`src/rtl/bcd_disp_pkg.sv`:
```
// Shared types and segment constants for the two-digit BCD display scanner.
package bcd_disp_pkg;

  typedef enum logic [1:0] {
    GAP_T = 2'd0,
    ONES  = 2'd1,
    GAP_O = 2'd2,
    TENS  = 2'd3
  } state_t;

  // Segment order is {g,f,e,d,c,b,a}, active high.
  localparam logic [6:0] SEG_0    = 7'h3F;
  localparam logic [6:0] SEG_1    = 7'h06;
  localparam logic [6:0] SEG_2    = 7'h5B;
  localparam logic [6:0] SEG_3    = 7'h4F;
  localparam logic [6:0] SEG_4    = 7'h66;
  localparam logic [6:0] SEG_5    = 7'h6D;
  localparam logic [6:0] SEG_6    = 7'h7D;
  localparam logic [6:0] SEG_7    = 7'h07;
  localparam logic [6:0] SEG_8    = 7'h7F;
  localparam logic [6:0] SEG_9    = 7'h6F;
  localparam logic [6:0] SEG_DASH = 7'h40;
  localparam logic [6:0] SEG_OFF  = 7'h00;

endpackage

```
`src/rtl/bcd_to_seg.sv`:
```
// Combinational BCD to seven-segment decoder; non-BCD codes show a dash.
module bcd_to_seg
  import bcd_disp_pkg::*;
(
  input  logic [3:0] digit,
  output logic [6:0] seg
);

  always_comb begin
    case (digit)
      4'd0:    seg = SEG_0;
      4'd1:    seg = SEG_1;
      4'd2:    seg = SEG_2;
      4'd3:    seg = SEG_3;
      4'd4:    seg = SEG_4;
      4'd5:    seg = SEG_5;
      4'd6:    seg = SEG_6;
      4'd7:    seg = SEG_7;
      4'd8:    seg = SEG_8;
      4'd9:    seg = SEG_9;
      default: seg = SEG_DASH;
    endcase
  end

endmodule

```
`src/rtl/bcd_display_scanner.sv`:
```
// Two-digit multiplexed seven-segment scanner with blanking gaps,
// frame-aligned digit update, leading-zero suppression and display enable.
//
// state | meaning
// GAP_T | dark gap after tens; digit pair transferred on exit
// ONES  | ones digit lit (an=01)
// GAP_O | dark gap after ones
// TENS  | tens digit lit (an=10), optionally blanked when zero
module bcd_display_scanner
  import bcd_disp_pkg::*;
#(
  parameter int DIGIT_CYCLES = 50000,
  parameter int GAP_CYCLES   = 500
) (
  input  logic       clk,
  input  logic       rst_n,
  input  logic       load,
  input  logic [3:0] tens_in,
  input  logic [3:0] ones_in,
  input  logic       blank_lz,
  input  logic       en,
  output logic [1:0] an,
  output logic [6:0] seg,
  output logic       frame
);

  localparam int MAX_CYCLES = (DIGIT_CYCLES > GAP_CYCLES) ? DIGIT_CYCLES : GAP_CYCLES;
  localparam int CW = $clog2(MAX_CYCLES) + 1;
  localparam logic [CW-1:0] DIG_LD = CW'(DIGIT_CYCLES - 1);
  localparam logic [CW-1:0] GAP_LD = CW'(GAP_CYCLES - 1);

  state_t        state;
  logic [CW-1:0] cnt;
  logic [3:0]    sh_t, sh_o;
  logic [3:0]    dp_t, dp_o;
  logic [3:0]    dig_sel;
  logic [6:0]    seg_dec;
  logic [1:0]    an_c;
  logic [6:0]    seg_c;

  always_ff @(posedge clk or negedge rst_n) begin
    if (!rst_n) begin
      state <= GAP_T;
      cnt   <= GAP_LD;
      sh_t  <= 4'd0;
      sh_o  <= 4'd0;
      dp_t  <= 4'd0;
      dp_o  <= 4'd0;
      frame <= 1'b0;
    end else begin
      frame <= 1'b0;
      if (load) begin
        sh_t <= tens_in;
        sh_o <= ones_in;
      end
      if (cnt == '0) begin
        case (state)
          GAP_T: begin
            // Transfer reads the shadow before any same-edge load lands.
            state <= ONES;
            cnt   <= DIG_LD;
            dp_t  <= sh_t;
            dp_o  <= sh_o;
            frame <= 1'b1;
          end
          ONES: begin
            state <= GAP_O;
            cnt   <= GAP_LD;
          end
          GAP_O: begin
            state <= TENS;
            cnt   <= DIG_LD;
          end
          TENS: begin
            state <= GAP_T;
            cnt   <= GAP_LD;
          end
        endcase
      end else begin
        cnt <= cnt - 1'b1;
      end
    end
  end

  assign dig_sel = (state == TENS) ? dp_t : dp_o;

  bcd_to_seg u_dec (
    .digit (dig_sel),
    .seg   (seg_dec)
  );

  always_comb begin
    an_c  = 2'b00;
    seg_c = SEG_OFF;
    case (state)
      ONES: begin
        an_c  = 2'b01;
        seg_c = seg_dec;
      end
      TENS: begin
        an_c  = 2'b10;
        seg_c = (blank_lz && dp_t == 4'd0) ? SEG_OFF : seg_dec;
      end
      default: begin
        an_c  = 2'b00;
        seg_c = SEG_OFF;
      end
    endcase
    if (!en) begin
      an_c  = 2'b00;
      seg_c = SEG_OFF;
    end
  end

  assign an  = an_c;
  assign seg = seg_c;

endmodule

```
`config.mk`:
```
export PLATFORM = sky130hd
export DESIGN_NAME = bcd_display_scanner
export DESIGN_NICKNAME = d
export VERILOG_FILES = /design/src/rtl/bcd_disp_pkg.sv /design/src/rtl/bcd_to_seg.sv /design/src/rtl/bcd_display_scanner.sv
export SDC_FILE = /design/constraint.sdc
export NUM_CORES = 1
export LEC_CHECK = 0
export BUFFER_PORTS_ARGS = -buffer_cell sky130_fd_sc_hd__buf_2
export CORE_MARGIN = 10
export CORE_UTILIZATION = 35
export CTS_CLUSTER_SIZE = 20
export DETAILED_ROUTE_END_ITERATION = 7
export GPL_TIMING_DRIVEN = 0
export HOLD_SLACK_MARGIN = 0.03
export PLACE_DENSITY = 0.51
export SYNTH_ARGS = -nofsm -noshare
export SYNTH_HDL_FRONTEND = slang
export SYNTH_SLANG_ARGS = --single-unit
```
`constraint.sdc`:
```
create_clock -name clk -period 6.55 [get_ports clk]
set_input_delay 1.31 -clock clk [delete_from_list [all_inputs] [get_ports clk]]
set_output_delay 1.31 -clock clk [all_outputs]
set_load 0.01 [all_outputs]
```
==> results_dict.tcl, run 1 <==
set metrics [dict create \
    ant_nets 0 \
    worstPathRequired_ns 5.24 \
    start_util_pct 35.6 \
    clockBufferDepth 2 \
    drtPass1Iterations 4 \
    routed_wl_mm 3.90 \
    postCtsSetupBuffers 0 \
    synth_cell_types 35 \
    antenna_found_initial 0 \
    finalSetupViolations 0 \
    yosysWarningCount 0 \
    drive_above_1_share_pct 30.2 \
    layout_common_cells "dfrtp_1 (29), buf_2 (21), mux2_2 (20)" \
    insertion_delay_ns 0.28 \
    clkSlewWorstSetupHoldPaths_ns 0.07 \
    cts_resized 0 \
    dieArea_um2 8900 \
    slew_headroom_pct 46.8 \
    status "complete, no violations" \
    slew_viol_final 0 \
    dp_slack_ns 2.87 \
    core-area_um2 5440 \
    cpMaxStageDelayCell "mux2i_1" \
    rows 27 \
    netlist_instances 173 \
    p_leak_nw 0.994 \
    vias 1342 \
    rsz0062_at_grt "no" \
    routabilityCongestion 0.789 \
    die_h_um 94.4 \
    syn2layout_area_growth_pct 14.9 \
    cpPeakStageDelay_ns 0.51 \
    end_kind "primary output" \
    peakVddDrop_v 0.0000968 \
    final_hold_viol_count 0 \
    ctsHoldBuffers 0 \
    syn_nets 199 \
    via_per_inst 4.90 \
    n_fill_cell 535 \
    top_level_ports 23 \
    avgRoutedWirePerCell_um 14.2 \
    period_share_pct 60.8 \
    final_core_util_pct 40.9 \
    ys_seq_area_share_pct 47.0 \
    stdcell_count 274 \
    place_inst 266 \
    worst_setup_path_start_kind "register" \
    cp_max_fo 8 \
    maxCapViolCount 0 \
    synth_ff_type "dfrtp_1" \
    grt_pass1_wl_mm 6.64 \
    tritoncts "built" \
    cts-htree-levels 2 \
    cts_buffers 5 \
    power_density_nw_per_um2 194 \
    cts_root_buf "clkbuf_8" \
    io_buffers 21 \
    grt_max_degree 37 \
    grt-ovfl-total 0 \
    layout_setup_ws_ns 2.57 \
    ys_seq_elements 36 \
    cp.arrival_ns 2.67 \
    fmax_ghz 0.251 \
    stdcell_area_um2 2220 \
    tightestPinTransition_ns 0.798 \
    p_total_uw 431 \
    clock_sinks 36 \
    place_area_um2 2130 \
    die_width_um 94.4 \
    place_hpwl_mm 2.88 \
    finalSetupTns_ns 0 \
    syn_area_per_cell_um2 11.2 \
    synth-async-reset-ratio_pct 100 \
    whs_ns 0.469 \
    crit_top_cell "ha_1" \
    nets 227 \
    final_common_cell "dfrtp_1" \
    worstHoldPathType "reg -> reg" \
    crit_type "reg -> out" \
    antennaDiodeCount 0 \
    syn_area_um2 1940 \
    period_needed_ns 3.98 \
    drc 0 \
    track_usage_pct 9.14 \
    synth_edf_count 0 \
    first_global_vias 1418 \
    worst_clock_skew_ns 0.00265 \
    path_cells "ha_1 -> clkbuf_1 -> mux2i_1 -> inv_1 -> ha_1 -> mux2_2 -> a21oi_1 -> buf_2" \
    drtIter0Drc 34 \
]
## critical path: cells and delay by family (launching register included)
kind | cells | cell delay, ns
AO/OA/AOI/OAI | 1 | 0.14
adder cells (fa/ha/maj) | 2 | 0.39
buffers and inverters | 3 | 0.67
flip-flops | 1 | 0.39
multiplexers | 2 | 0.79
## cell usage after synthesis, types with 2 or more instances
cell type / number / share of area [%]
nor2_1: 8 / 1.6
nor3b_1: 3 / 1.2
nand2b_1: 2 / 0.65
a21oi_1: 11 / 2.8
nor4_1: 5 / 1.6
nand2_1: 11 / 2.1
nor3_1: 2 / 0.52
and2_1: 3 / 0.97
nand4_1: 3 / 0.97
mux2_2: 20 / 12
xor2_1: 8 / 3.6
ha_1: 13 / 8.4
or3_1: 2 / 0.65
dfstp_2: 7 / 9.5
inv_1: 10 / 1.9
a31oi_1: 4 / 1.3
o21ai_0: 9 / 2.3
clkbuf_1: 3 / 0.58
xnor2_1: 3 / 1.4
dfrtp_1: 29 / 37
mux2i_1: 3 / 1.6
## kinds of logic (layout without fill, tap and decap cells)
family                     count (synthesis)  in the layout  synth area share [%]
and+or+nand+nor                           48             48                  15.1
buffers and inverters                     14             43                  2.91
DFF                                       36             36                  47.0
xor gates and xnor gates                  11             11                  4.98
AOI/OAI and AO/OA                         27             27                  7.63
muxes                                     24             24                  14.0
adders and majority gates                 13             13                  8.40
## final cells by class
class                      count  area, um^2  share of cell area (%)
tap                           72        90.1                    4.05
sequential                    36         910                    40.9
multi-input combinational    123         970                    43.6
inverter                      10        37.5                    1.69
clock buffer                   7        86.3                    3.88
timing repair buffer          21         105                    4.72
buffer                         4        18.8                   0.844
clock inverter                 1        7.51                   0.337
## final timing paths
| path | end | depth (start not counted) | slack, ns | from |
|---|---|---|---|---|
| worst max-delay path | seg[0] | 8 | 2.57 | state[0]$_DFFE_PN0P_ |
| worst min-delay path | cnt[0]$_DFF_PN1_ | 1 | 0.47 | cnt[0]$_DFF_PN1_ |
| worst max register to register | cnt[5]$_DFF_PN1_ | 5 | 4.54 | cnt[13]$_DFF_PN0_ |
| worst min register to register | cnt[0]$_DFF_PN1_ | 1 | 0.47 | cnt[0]$_DFF_PN1_ |
| max in group asynchronous | sh_t[3]$_DFFE_PN0P_ | 1 | 4.93 | rst_n |
| min in group asynchronous | cnt[9]$_DFF_PN0_ | 1 | 1.11 | rst_n |
## power by group
group	internal (mW)	switching (mW)	total, mW
sequential	0.230	0.00407	0.234
clock	0.0854	0.0764	0.162
combinational	0.0163	0.0185	0.0348
## flip-flops by register name, summed over array words and instances, names as in the netlist
| register | count |
|---|---|
| cnt | 17 |
| dp_o | 4 |
| dp_t | 4 |
| sh_o | 4 |
| sh_t | 4 |
| state | 2 |
| frame | 1 |
## layer usage
layer | routed length (um) | global-route usage (%) | up-vias
met5 | 0 | 0 | -
met4 | 34 | 3.80 | 0
met3 | 246 | 2.93 | 3
met2 | 1820 | 14.7 | 28
met1 | 1800 | 11.0 | 647
li1 | - | - | 664
(Power assumes the default switching activity.)
==> run 2, diff against run 1 <==
ABC_AREA = 1   (was not set)
PLACE_DENSITY = 0.52   (was 0.51)
clock period = 3.49 ns   (was 6.55 ns; I/O delays follow)
==> run 2 against run 1 <==
  * Via count up 31%
  * Highest routed layer unchanged
  * Die area up 11%
  * Critical path depth up 1
  * Sequential share of layout area down 4.6 points
  * Non-clock buffer count up 1
  * Largest cell class unchanged
  * Register-to-register slack worse by 2.6 ns
  * Utilization up 0.67 points
  * Clock skew up 0.0025 ns
  * Critical endpoint is now seg[3]
  * Combinational power up 110%
  * Synthesized area up 14%
==> results_dict.tcl, run 2 <==
set metrics [dict create \
    wl_met3_um 138 \
    layout_setup_ws_ns 0.349 \
    place_hpwl_mm 3.41 \
    cts-htree-levels 2 \
    worstHoldPathType "reg -> reg" \
    status "complete, no violations" \
    period_needed_ns 3.14 \
    finalSetupViolations 0 \
    track_usage_pct 9.58 \
    cts_root_buf "clkbuf_8" \
    avgRoutedWirePerCell_um 11.4 \
    clock_sinks 36 \
    rows 28 \
    routabilityCongestion 0.768 \
    die_h_um 99.4 \
    cp_max_fo 10 \
    cts_buffers 5 \
    p_leak_nw 1.34 \
    regToRegStartpoint "cnt[0]$_DFF_PN1_" \
    peakVddDrop_v 0.000238 \
    wirelength_met1_mm 2.30 \
    synth-async-reset-ratio_pct 100 \
    finalSetupTns_ns 0 \
    grt-ovfl-total 0 \
    io_buffers 22 \
    rrSetupSlack_ns 1.96 \
    reg2regPathDepth 8 \
    die_width_um 99.4 \
    yosysTopAreaCellShare_pct 32.9 \
    dieArea_um2 9890 \
    core-area_um2 6030 \
    nets 344 \
    drive_above_1_share_pct 21.0 \
    cpMaxStageDelayCell "o21ai_0" \
    ctsHoldBuffers 0 \
    ant_nets 0 \
    drc 0 \
    cp.arrival_ns 2.44 \
    via_per_inst 4.45 \
    synth_ff_type "dfrtp_1" \
    worstPathRequired_ns 2.79 \
    netlist_instances 289 \
    place_inst 386 \
    synth_edf_count 0 \
    critPathBufInv 3 \
    tritoncts "built" \
    crit_end "seg[3]" \
    top_layer "met4" \
    slew_headroom_pct 45.9 \
    synth_most_common_cell "nand2_1" \
    top_level_ports 23 \
    fmax_ghz 0.318 \
    postCtsSetupBuffers 0 \
    cp_top_family "compound AO/OA/AOI/OAI gates" \
    antenna_found_initial 0 \
    clkSlewWorstSetupHoldPaths_ns 0.08 \
    first_global_vias 1701 \
    synth_top_cells_by_area "dfrtp_1 (33%), nand2_1 (13%), dfstp_2 (8.3%)" \
    largest_reg_flops 17 \
    yosys.area.top_type "dfrtp_1" \
    drtIter0Drc 63 \
    clockBufferDepth 2 \
    cts_resized 0 \
    final_common_cell "nand2_1" \
    crit_type "reg -> out" \
    syn_nets 315 \
    period_share_pct 90.0 \
    yosysWarningCount 0 \
    layout_common_cells "nand2_1 (77), inv_1 (44), nor2_1 (42)" \
    antennaDiodeCount 0 \
    path_cells "ha_1 -> buf_6 -> o21ai_0 -> inv_1 -> ha_1 -> o21ai_0 -> nor2_1 -> nor2_1 -> buf_2" \
    syn_area_um2 2210 \
    insertion_delay_ns 0.29 \
    worst_setup_path_start_kind "register" \
    start_util_pct 36.6 \
    ys_seq_area_share_pct 41.2 \
    dp_slack_ns 0.619 \
    largest-register "cnt" \
    tightestPinTransition_ns 0.811 \
    drtPass1Iterations 4 \
    cp.depth 9 \
    syn2layout_area_growth_pct 13.4 \
    synth_cell_types 26 \
    r2r_end "cnt[4]$_DFF_PN1_" \
    slew_viol_final 0 \
    met2_length_mm 1.96 \
    syn_area_per_cell_um2 7.64 \
    rsz0062_at_grt "no" \
    final_hold_viol_count 0 \
    stdcell_count 394 \
    vias 1752 \
    routed_wl_mm 4.49 \
    ys_seq_elements 36 \
    grt_pass1_wl_mm 7.86 \
    maxCapViolCount 0 \
    end_kind "primary output" \
    synth_common_cells "nand2_1 (77), inv_1 (44), nor2_1 (42), dfrtp_1 (29), nand3_1 (19)" \
    power_density_nw_per_um2 326 \
    cpPeakStageDelay_ns 0.49 \
    grt_max_degree 37 \
    setup.worst_path.start "state[0]$_DFFE_PN0P_" \
    worst_clock_skew_ns 0.00517 \
]
-- run 2: cell count changes after synthesis, moves of 6 or more --
| cell | before | now |
|---|---|---|
| o21ai_2 | 0 | 8 |
| inv_1 | 10 | 44 |
| mux2_2 | 20 | 0 |
| xor2_1 | 8 | 0 |
| nand3_1 | 1 | 19 |
| nand2_1 | 11 | 77 |
| o21ai_0 | 9 | 15 |
| nor2_1 | 8 | 42 |
| a21oi_1 | 11 | 3 |
-- run 2: how the worst min path moves through the flow --
stage / cells past startpoint / end / start / slack (ns)
6_report: 1 / cnt[0]$_DFF_PN1_ / cnt[0]$_DFF_PN1_ / 0.47
5_1_grt: 1 / cnt[0]$_DFF_PN1_ / cnt[0]$_DFF_PN1_ / 0.50
4_1_cts: 1 / cnt[0]$_DFF_PN1_ / cnt[0]$_DFF_PN1_ / 0.48
3_5_place_dp: 1 / cnt[0]$_DFF_PN1_ / cnt[0]$_DFF_PN1_ / 0.46
3_3_place_gp: 1 / cnt[0]$_DFF_PN1_ / cnt[0]$_DFF_PN1_ / 0.45
2_1_floorplan: 0 / cnt[10]$_DFF_PN0_ / rst_n / 0.40
-- run 2: kinds of logic after synthesis --
logic type	count (synthesis)	synth area share (%)
flops	36	41.2
buf+inv	48	9.18
simple gates	161	33.1
fa+ha+maj	13	7.37
xor+xnor	1	0.397
compound gates	30	8.78
-- run 2: power breakdown --
part / internal (mW) / switching [mW] / leakage (nW)
Sequential: 0.431 / 0.00639 / 0.408
Combinational: 0.0261 / 0.0474 / 0.896
Clock: 0.141 / 0.165 / 0.0404
-- run 2: routing by layer --
layer,global-route usage (%),vias to the layer above
li1,-,950
met1,12.4,772
met2,14.8,23
met3,2.08,7
met4,4.30,0
met5,0,-
-- run 2: through the flow --
stage,instance area (um^2),hold WS (ns),util [%],power (mW)
6_report,2500,0.475,41.6,0.817
4_1_cts,2500,0.479,41.6,0.833
2_1_floorplan,2210,0.402,-,0.489
5_1_grt,2500,0.497,41.6,0.872
3_3_place_gp,2410,0.455,40.0,0.520
3_5_place_dp,2410,0.459,40.0,0.521
-- run 2: area by class of cell --
type	count	area, um^2
Sequential cell	36	910
Timing Repair Buffer	22	110
Clock inverter	3	23.8
Buffer	4	37.5
Inverter	44	165
Fill cell	640	3520
Tap cell	75	93.8
Clock buffer	5	68.8
Multi-Input combinational cell	205	1100
